$ cat src/rtl/multdiv_pkg.sv
// ---------------------------------------------------------------------------
// multdiv_pkg
// Shared types and constants for the sequential multiply/divide unit.
//   md_state_e  : control FSM states (IDLE, MUL, DIV, FIX, DONE)
//   MD_WIDTH    : operand/result width (only 32 is supported)
//   MD_ITER     : number of shift/add iterations per operation
//   MD_INT_MIN  : most negative 32-bit value, the one quotient that overflows
// ---------------------------------------------------------------------------
package multdiv_pkg;

    localparam int MD_WIDTH = 32;
    localparam int MD_ITER  = 32;

    localparam logic [MD_WIDTH-1:0] MD_INT_MIN = 32'h8000_0000;

    typedef enum logic [2:0] {
        IDLE,
        MUL,
        DIV,
        FIX,
        DONE
    } md_state_e;

endpackage : multdiv_pkg

$ cat src/rtl/addsub_32.sv
// ---------------------------------------------------------------------------
// addsub_32
// The single adder/subtractor shared by Booth multiply, restoring divide and
// the final quotient negation.
//   a, b  in  32  operands
//   sub   in  1   0: a + b, 1: a + ~b + 1
//   sum   out 32  result
//   cout  out 1   carry out of bit 31 (no-borrow flag when subtracting)
// ---------------------------------------------------------------------------
module addsub_32
    import multdiv_pkg::*;
(
    input  logic [MD_WIDTH-1:0] a,
    input  logic [MD_WIDTH-1:0] b,
    input  logic                sub,
    output logic [MD_WIDTH-1:0] sum,
    output logic                cout
);

    logic [MD_WIDTH-1:0] b_eff;

    assign b_eff       = sub ? ~b : b;
    assign {cout, sum} = {1'b0, a} + {1'b0, b_eff} + {{MD_WIDTH{1'b0}}, sub};

endmodule : addsub_32

$ cat src/rtl/multdiv_seq.sv
// ---------------------------------------------------------------------------
// multdiv_seq
// Multi-cycle signed 32-bit multiply (radix-2 Booth) and divide (restoring,
// on magnitudes), both iterating through one shared addsub_32.
//
// Ports
//   clock           in  1   rising-edge clock
//   reset           in  1   synchronous, active-high reset
//   data_operandA   in  32  multiplicand / dividend
//   data_operandB   in  32  multiplier / divisor
//   ctrl_MULT       in  1   start multiply (wins over ctrl_DIV)
//   ctrl_DIV        in  1   start divide
//   data_result     out 32  low product word or quotient, held until next RDY
//   data_exception  out 1   mult overflow, div-by-zero or div overflow
//   data_resultRDY  out 1   one-cycle pulse when result/exception update
//
// Configuration
//   MULTDIV_DIV_EN  defined: divide path, FIX state and divide exceptions are
//                   built; undefined: ctrl_DIV is ignored, multiply only.
//
// Latency from the start edge E0: multiply RDY at E33, divide at E34,
// divide-by-zero at E1. Any start while busy restarts with new operands.
// ---------------------------------------------------------------------------
module multdiv_seq
    import multdiv_pkg::*;
#(
    parameter int WIDTH = MD_WIDTH
) (
    input  logic             clock,
    input  logic             reset,
    input  logic [WIDTH-1:0] data_operandA,
    input  logic [WIDTH-1:0] data_operandB,
    input  logic             ctrl_MULT,
    input  logic             ctrl_DIV,
    output logic [WIDTH-1:0] data_result,
    output logic             data_exception,
    output logic             data_resultRDY
);

    localparam logic [5:0] LAST_ITER = 6'(MD_ITER - 1);

    // Control and output registers
    md_state_e           state_q, state_d;
    logic [5:0]          cnt_q, cnt_d;
    logic [MD_WIDTH-1:0] result_q, result_d;
    logic                exc_q, exc_d;
    logic                rdy_q, rdy_d;

    // Datapath: A/remainder, Q/quotient, Booth q-1 bit, multiplicand/divisor
    logic [MD_WIDTH-1:0] a_q, a_d;
    logic [MD_WIDTH-1:0] q_q, q_d;
    logic                qm1_q, qm1_d;
    logic [MD_WIDTH-1:0] m_q, m_d;

    // Shared adder
    logic [MD_WIDTH-1:0] add_a, add_b, add_sum;
    logic                add_sub, add_cout;

    // Booth step helpers
    logic                booth_op;
    logic                mul_top;
    logic [MD_WIDTH-1:0] mul_acc;
    logic [MD_WIDTH:0]   prod_hi;
    logic                mul_ovf;

`ifdef MULTDIV_DIV_EN
    logic                sign_q, sign_d;
    logic                op_div_q, op_div_d;
    logic                dexc_q, dexc_d;
    logic                start_div;
    logic [MD_WIDTH-1:0] div_r;

    assign start_div = ctrl_DIV & ~ctrl_MULT;
    // Partial remainder shifted left with the next dividend bit. R is always
    // below |B| <= 2^31, so its top bit is zero and nothing is lost.
    assign div_r     = {a_q[MD_WIDTH-2:0], q_q[MD_WIDTH-1]};
`endif

    addsub_32 u_addsub (
        .a   (add_a),
        .b   (add_b),
        .sub (add_sub),
        .sum (add_sum),
        .cout(add_cout)
    );

    // Booth pair (Q[0], q-1): 01 adds M, 10 subtracts M, 00/11 only shift.
    assign booth_op = q_q[0] ^ qm1_q;
    assign mul_acc  = booth_op ? add_sum : a_q;
    // The true 33-bit sign of A +/- M: a 32-bit add overflows when M is
    // INT_MIN, so rebuild the sign from the operand signs and the carry.
    assign mul_top  = booth_op ? (a_q[MD_WIDTH-1] ^ (m_q[MD_WIDTH-1] ^ add_sub) ^ add_cout)
                               : a_q[MD_WIDTH-1];

    // Product fits in 32 bits only if its upper 33 bits are a sign extension.
    assign prod_hi  = {a_q, q_q[MD_WIDTH-1]};
    assign mul_ovf  = ~((&prod_hi) | ~(|prod_hi));

    // Adder input selection
    always_comb begin
        add_a   = a_q;
        add_b   = m_q;
        add_sub = q_q[0] & ~qm1_q;
`ifdef MULTDIV_DIV_EN
        if (start_div) begin
            // Any in-flight work is being discarded, so the start edge borrows
            // the adder to form the dividend magnitude (0 - A).
            add_a   = '0;
            add_b   = data_operandA;
            add_sub = 1'b1;
        end else if (state_q == DIV) begin
            // R' - |B| without negating B: subtract a positive divisor, add a
            // negative one. Either way cout=1 means R' >= |B|.
            add_a   = div_r;
            add_b   = m_q;
            add_sub = ~m_q[MD_WIDTH-1];
        end else if (state_q == FIX) begin
            add_a   = '0;
            add_b   = q_q;
            add_sub = 1'b1;
        end
`endif
    end

    // Next-state and datapath update
    // NOTE: every signal written here gets a default first so no path leaves
    // it unassigned; otherwise synthesis infers a latch.
    always_comb begin
        state_d  = state_q;
        cnt_d    = cnt_q;
        result_d = result_q;
        exc_d    = exc_q;
        rdy_d    = 1'b0;
        a_d      = a_q;
        q_d      = q_q;
        qm1_d    = qm1_q;
        m_d      = m_q;
`ifdef MULTDIV_DIV_EN
        sign_d   = sign_q;
        op_div_d = op_div_q;
        dexc_d   = dexc_q;
`endif

        if (ctrl_MULT) begin
            state_d  = MUL;
            cnt_d    = '0;
            a_d      = '0;
            q_d      = data_operandB;
            qm1_d    = 1'b0;
            m_d      = data_operandA;
`ifdef MULTDIV_DIV_EN
            op_div_d = 1'b0;
`endif
        end
`ifdef MULTDIV_DIV_EN
        else if (ctrl_DIV) begin
            cnt_d    = '0;
            a_d      = '0;
            m_d      = data_operandB;
            op_div_d = 1'b1;
            sign_d   = data_operandA[MD_WIDTH-1] ^ data_operandB[MD_WIDTH-1];
            dexc_d   = 1'b0;
            q_d      = data_operandA[MD_WIDTH-1] ? add_sum : data_operandA;
            if (data_operandB == '0) begin
                // Divide-by-zero is known at the start edge; skip straight to
                // DONE so RDY arrives one edge later.
                state_d = DONE;
                q_d     = '0;
                dexc_d  = 1'b1;
            end else begin
                state_d = DIV;
            end
        end
`endif
        else begin
            case (state_q)
                MUL: begin
                    // Arithmetic shift right of {A, Q, q-1}
                    a_d   = {mul_top, mul_acc[MD_WIDTH-1:1]};
                    q_d   = {mul_acc[0], q_q[MD_WIDTH-1:1]};
                    qm1_d = q_q[0];
                    cnt_d = cnt_q + 6'd1;
                    if (cnt_q == LAST_ITER) begin
                        state_d = DONE;
                        cnt_d   = '0;
                    end
                end
`ifdef MULTDIV_DIV_EN
                DIV: begin
                    if (add_cout) begin
                        a_d = add_sum;
                        q_d = {q_q[MD_WIDTH-2:0], 1'b1};
                    end else begin
                        a_d = div_r;
                        q_d = {q_q[MD_WIDTH-2:0], 1'b0};
                    end
                    cnt_d = cnt_q + 6'd1;
                    if (cnt_q == LAST_ITER) begin
                        state_d = FIX;
                        cnt_d   = '0;
                    end
                end
                FIX: begin
                    q_d     = sign_q ? add_sum : q_q;
                    // Only INT_MIN / -1 yields an unsigned quotient of 2^31
                    // with a positive sign.
                    dexc_d  = ~sign_q & (q_q == MD_INT_MIN);
                    state_d = DONE;
                end
`endif
                DONE: begin
                    result_d = q_q;
`ifdef MULTDIV_DIV_EN
                    exc_d    = op_div_q ? dexc_q : mul_ovf;
`else
                    exc_d    = mul_ovf;
`endif
                    rdy_d    = 1'b1;
                    state_d  = IDLE;
                end
                default: state_d = IDLE;
            endcase
        end
    end

    // NOTE: sequential state uses non-blocking assignments so every register
    // samples the pre-edge value of the others, independent of statement order.
    always_ff @(posedge clock) begin
        if (reset) begin
            state_q  <= IDLE;
            cnt_q    <= '0;
            result_q <= '0;
            exc_q    <= 1'b0;
            rdy_q    <= 1'b0;
        end else begin
            state_q  <= state_d;
            cnt_q    <= cnt_d;
            result_q <= result_d;
            exc_q    <= exc_d;
            rdy_q    <= rdy_d;
        end
    end

    // NOTE: datapath registers carry no reset; every operation loads them on
    // its start edge before they are read, so a reset would only add fan-out.
    always_ff @(posedge clock) begin
        a_q      <= a_d;
        q_q      <= q_d;
        qm1_q    <= qm1_d;
        m_q      <= m_d;
`ifdef MULTDIV_DIV_EN
        sign_q   <= sign_d;
        op_div_q <= op_div_d;
        dexc_q   <= dexc_d;
`endif
    end

    assign data_result    = result_q;
    assign data_exception = exc_q;
    assign data_resultRDY = rdy_q;

endmodule : multdiv_seq

$ cat config.mk
export PLATFORM = sky130hd
export DESIGN_NAME = multdiv_seq
export DESIGN_NICKNAME = d
export VERILOG_FILES = /design/src/rtl/multdiv_pkg.sv /design/src/rtl/addsub_32.sv /design/src/rtl/multdiv_seq.sv
export SDC_FILE = /design/constraint.sdc
export NUM_CORES = 1
export LEC_CHECK = 0
export CAP_MARGIN = 20
export CORE_AREA = 2 2 154 96
export CTS_CLUSTER_DIAMETER = 50
export CTS_CLUSTER_SIZE = 28
export DETAILED_ROUTE_END_ITERATION = 10
export DIE_AREA = 0 0 156 98
export PLACE_DENSITY = 0.88
export SLEW_MARGIN = 20
export SYNTH_ARGS = -nofsm -noshare
export SYNTH_HDL_FRONTEND = slang
export SYNTH_SLANG_ARGS = --single-unit
export TNS_END_PERCENT = 100
$ cat constraint.sdc
create_clock -name clock -period 4.8 [get_ports clock]
set_clock_uncertainty 0.1 [all_clocks]
set_input_delay 0.72 -clock clock [delete_from_list [all_inputs] [get_ports clock]]
set_output_delay 0.72 -clock clock [all_outputs]
set_load 0.02 [all_outputs]
==> out/results.ini <==
[floorplan]
initial_core_util_pct=53.3
fp.coreArea_mm2=0.0140
dieArea_mm2=0.0153
num_rows=34
num_io_pins=102
die-height_um=98
die_w_um=156

[route]
drcViolationCount=0
vias=6185
post_drt_wl_per_cell_um=17.4
wl_met2_um=7910
highest_layer=met4
routed_via_density=5.92
drt_wl_total_um=18200
wl_met1_um=8790
drtPass1Iterations=5
wl_met3_um=1220
drtAntennaViolNets=0
detail_route.iter0.violations=594

[final_layout]
layout_commonest_cell=clkdlybuf4s50_1
area_growth_pct=22.7
nNetsFinal=957
drive_gt1_share_pct=9.48
fillers=1072
finalInstanceArea_mm2=0.00914
antenna_cells=0
layout_common_cells=clkdlybuf4s50_1, nand2_1, dfxtp_1

[sta]
slew_viol_final=0
finalCritPeriodShare_pct=84.8
hold_viol_final=0
rsz0062_at_grt=false
tns_ns=0
clock.fmax_mhz=246
max-slew-margin-rel_pct=36.5
finalCriticalPeriod_ns=4.07
hold-worst-slack_ns=0.353
setup_violations=0
worst_pin_slew_ns=0.948
fin_ws_ns=0.729

[cts]
hold_buffers=0
cts_max_level=4
cts_tree=done
clock_path_buffers=2
clk_pin_slew_ns=0.07
post_cts_resized=0
root_buffer=clkbuf_16
post_cts_buffers=0
insertion_delay_ns=0.42
cts_made_buffers=17
cts_sinks=139

[synth]
synth_seq_cells=139
synth_nets=873
synth.distinct_cells=57
synth_largest_area_cell=edfxtp_1
synth-edff-count=64
async_flop_share_pct=0
avgSynthCellArea_um2=9.70
synthTopCellsByArea=edfxtp_1, dfxtp_1, ha_1, a21oi_1, mux2_2
netlist_area_mm2=0.00745
synth_top_area_share_pct=25.8
synth_cells=768
synth.yosys.seq_area_share_pct=45.9
yosysWarnings=0
synth_ff_type=dfxtp_1

[critical_path]
cp_cell_sequence=ha_2, buf_4, xor2_1, ha_1, a21oi_1, a21boi_1, o311ai_2, a31oi_4, a311oi_1, o21a_1, o31ai_1, a311oi_1
worst_setup_path_start_kind=register
endpoint_kind=register
critPathKind=register to register
cp_data_required_time_ns=5.03
worstPathArrival_ns=4.30
critPathMostFrequentCell=a311oi_1
crit_slowest_cell=a311oi_1
critPathMaxStageDelay_ns=0.51
cp_max_fo=22

[worst_hold_path]
hp-class=register to register

[placed_design]
dp_hpwl_um=12500
place_area_mm2=0.00859
port-buffer-count=100
place_ws_ns=0.828
gp_congestion=0.925

[global_routing]
first_global_vias=5875
grt_max_degree=69
antenna_found_initial=0
grt_usage_pct=24.3
grt-ovfl-total=0
grt_pass1_wl_um=29700

[power]
p_per_area_mw_per_mm2=394
peakVddDrop_uv=186
leakage_nw=3.44

[run]
maxCapViolations=0

[run_status]
outcome=finished, final reports clean

==> power by group <==
group | total [mW] | switching (mW) | internal, mW
Clock | 1.25 | 0.573 | 0.679
Combinational | 0.929 | 0.537 | 0.392
Sequential | 1.42 | 0.0820 | 1.34
==> layout make-up <==
cell class	instances	area, um^2	share of cell area (%)
multi-input combinational	572	3820	41.8
sequential	139	3420	37.4
timing repair buffer	109	1070	11.7
clock buffer	17	425	4.65
tap	180	225	2.46
clock inverter	15	131	1.44
inverter	13	48.8	0.534
==> metal layers <==
metal | global-route usage, % | vias up
li1 | - | 2994
met1 | 36.4 | 2921
met2 | 36.2 | 247
met3 | 3.82 | 23
met4 | 7.90 | 0
met5 | 0 | -
==> metrics by stage <==
| step | power [mW] | cells | utilization, % |
|---|---|---|---|
| final | 3.60 | 1045 | 65.3 |
| after global routing | 3.77 | 1045 | 65.3 |
| after CTS | 3.59 | 1045 | 65.3 |
| after detailed placement | 2.34 | 1013 | 61.3 |
| after global placement | 2.31 | 1013 | 61.3 |
| after floorplan | 2.09 | 768 | - |
==> sequential cells by signal, indices dropped and copies added, names as in the netlist <==
name,flops
a_q,32
add_b,32
data_result,32
q_q,32
cnt_q,6
state_q,2
data_exception,1
data_resultRDY,1
qm1_q,1
==> worst paths after layout <==
kind                                                   start                            to  slack (ns)  cells past startpoint
worst max-delay path                        q_q[0]$_DFFE_PP_          a_q[31]$_SDFFE_PP0P_        0.73                     12
worst min-delay path            data_result[11]$_SDFFE_PP0P_  data_result[11]$_SDFFE_PP0P_        0.35                      2
worst max register to register              q_q[0]$_DFFE_PP_          a_q[31]$_SDFFE_PP0P_        0.73                     12
worst min register to register  data_result[11]$_SDFFE_PP0P_  data_result[11]$_SDFFE_PP0P_        0.35                      2
==> kinds of logic after synthesis <==
group | count (synthesis) | synth area share, %
DFF | 139 | 45.9
buffers and inverters | 57 | 2.89
muxes | 37 | 5.49
adders and majority gates | 37 | 6.31
and+or+nand+nor | 249 | 16.0
xor gates and xnor gates | 51 | 5.99
AOI/OAI and AO/OA | 198 | 17.4
==> worst max-delay path: cells and delay by family, from the launching register on <==
kind	cells	cell delay [ns]
compound gates	8	2.11
fa+ha+maj	2	0.75
flops	1	0.42
buf+inv	1	0.40
xor+xnor	1	0.18
==> cell usage after synthesis, drive strengths merged (18+ instances only) <==
cell and instances:
ha 36, edfxtp 64, nand2 81, o21ai 34
dfxtp 75, nor3 23, xor2 35, mux2 31
nor2 52, a21o 18, a21oi 70, clkbuf 37
nand3 22
Power figures use the tool's default switching activity.
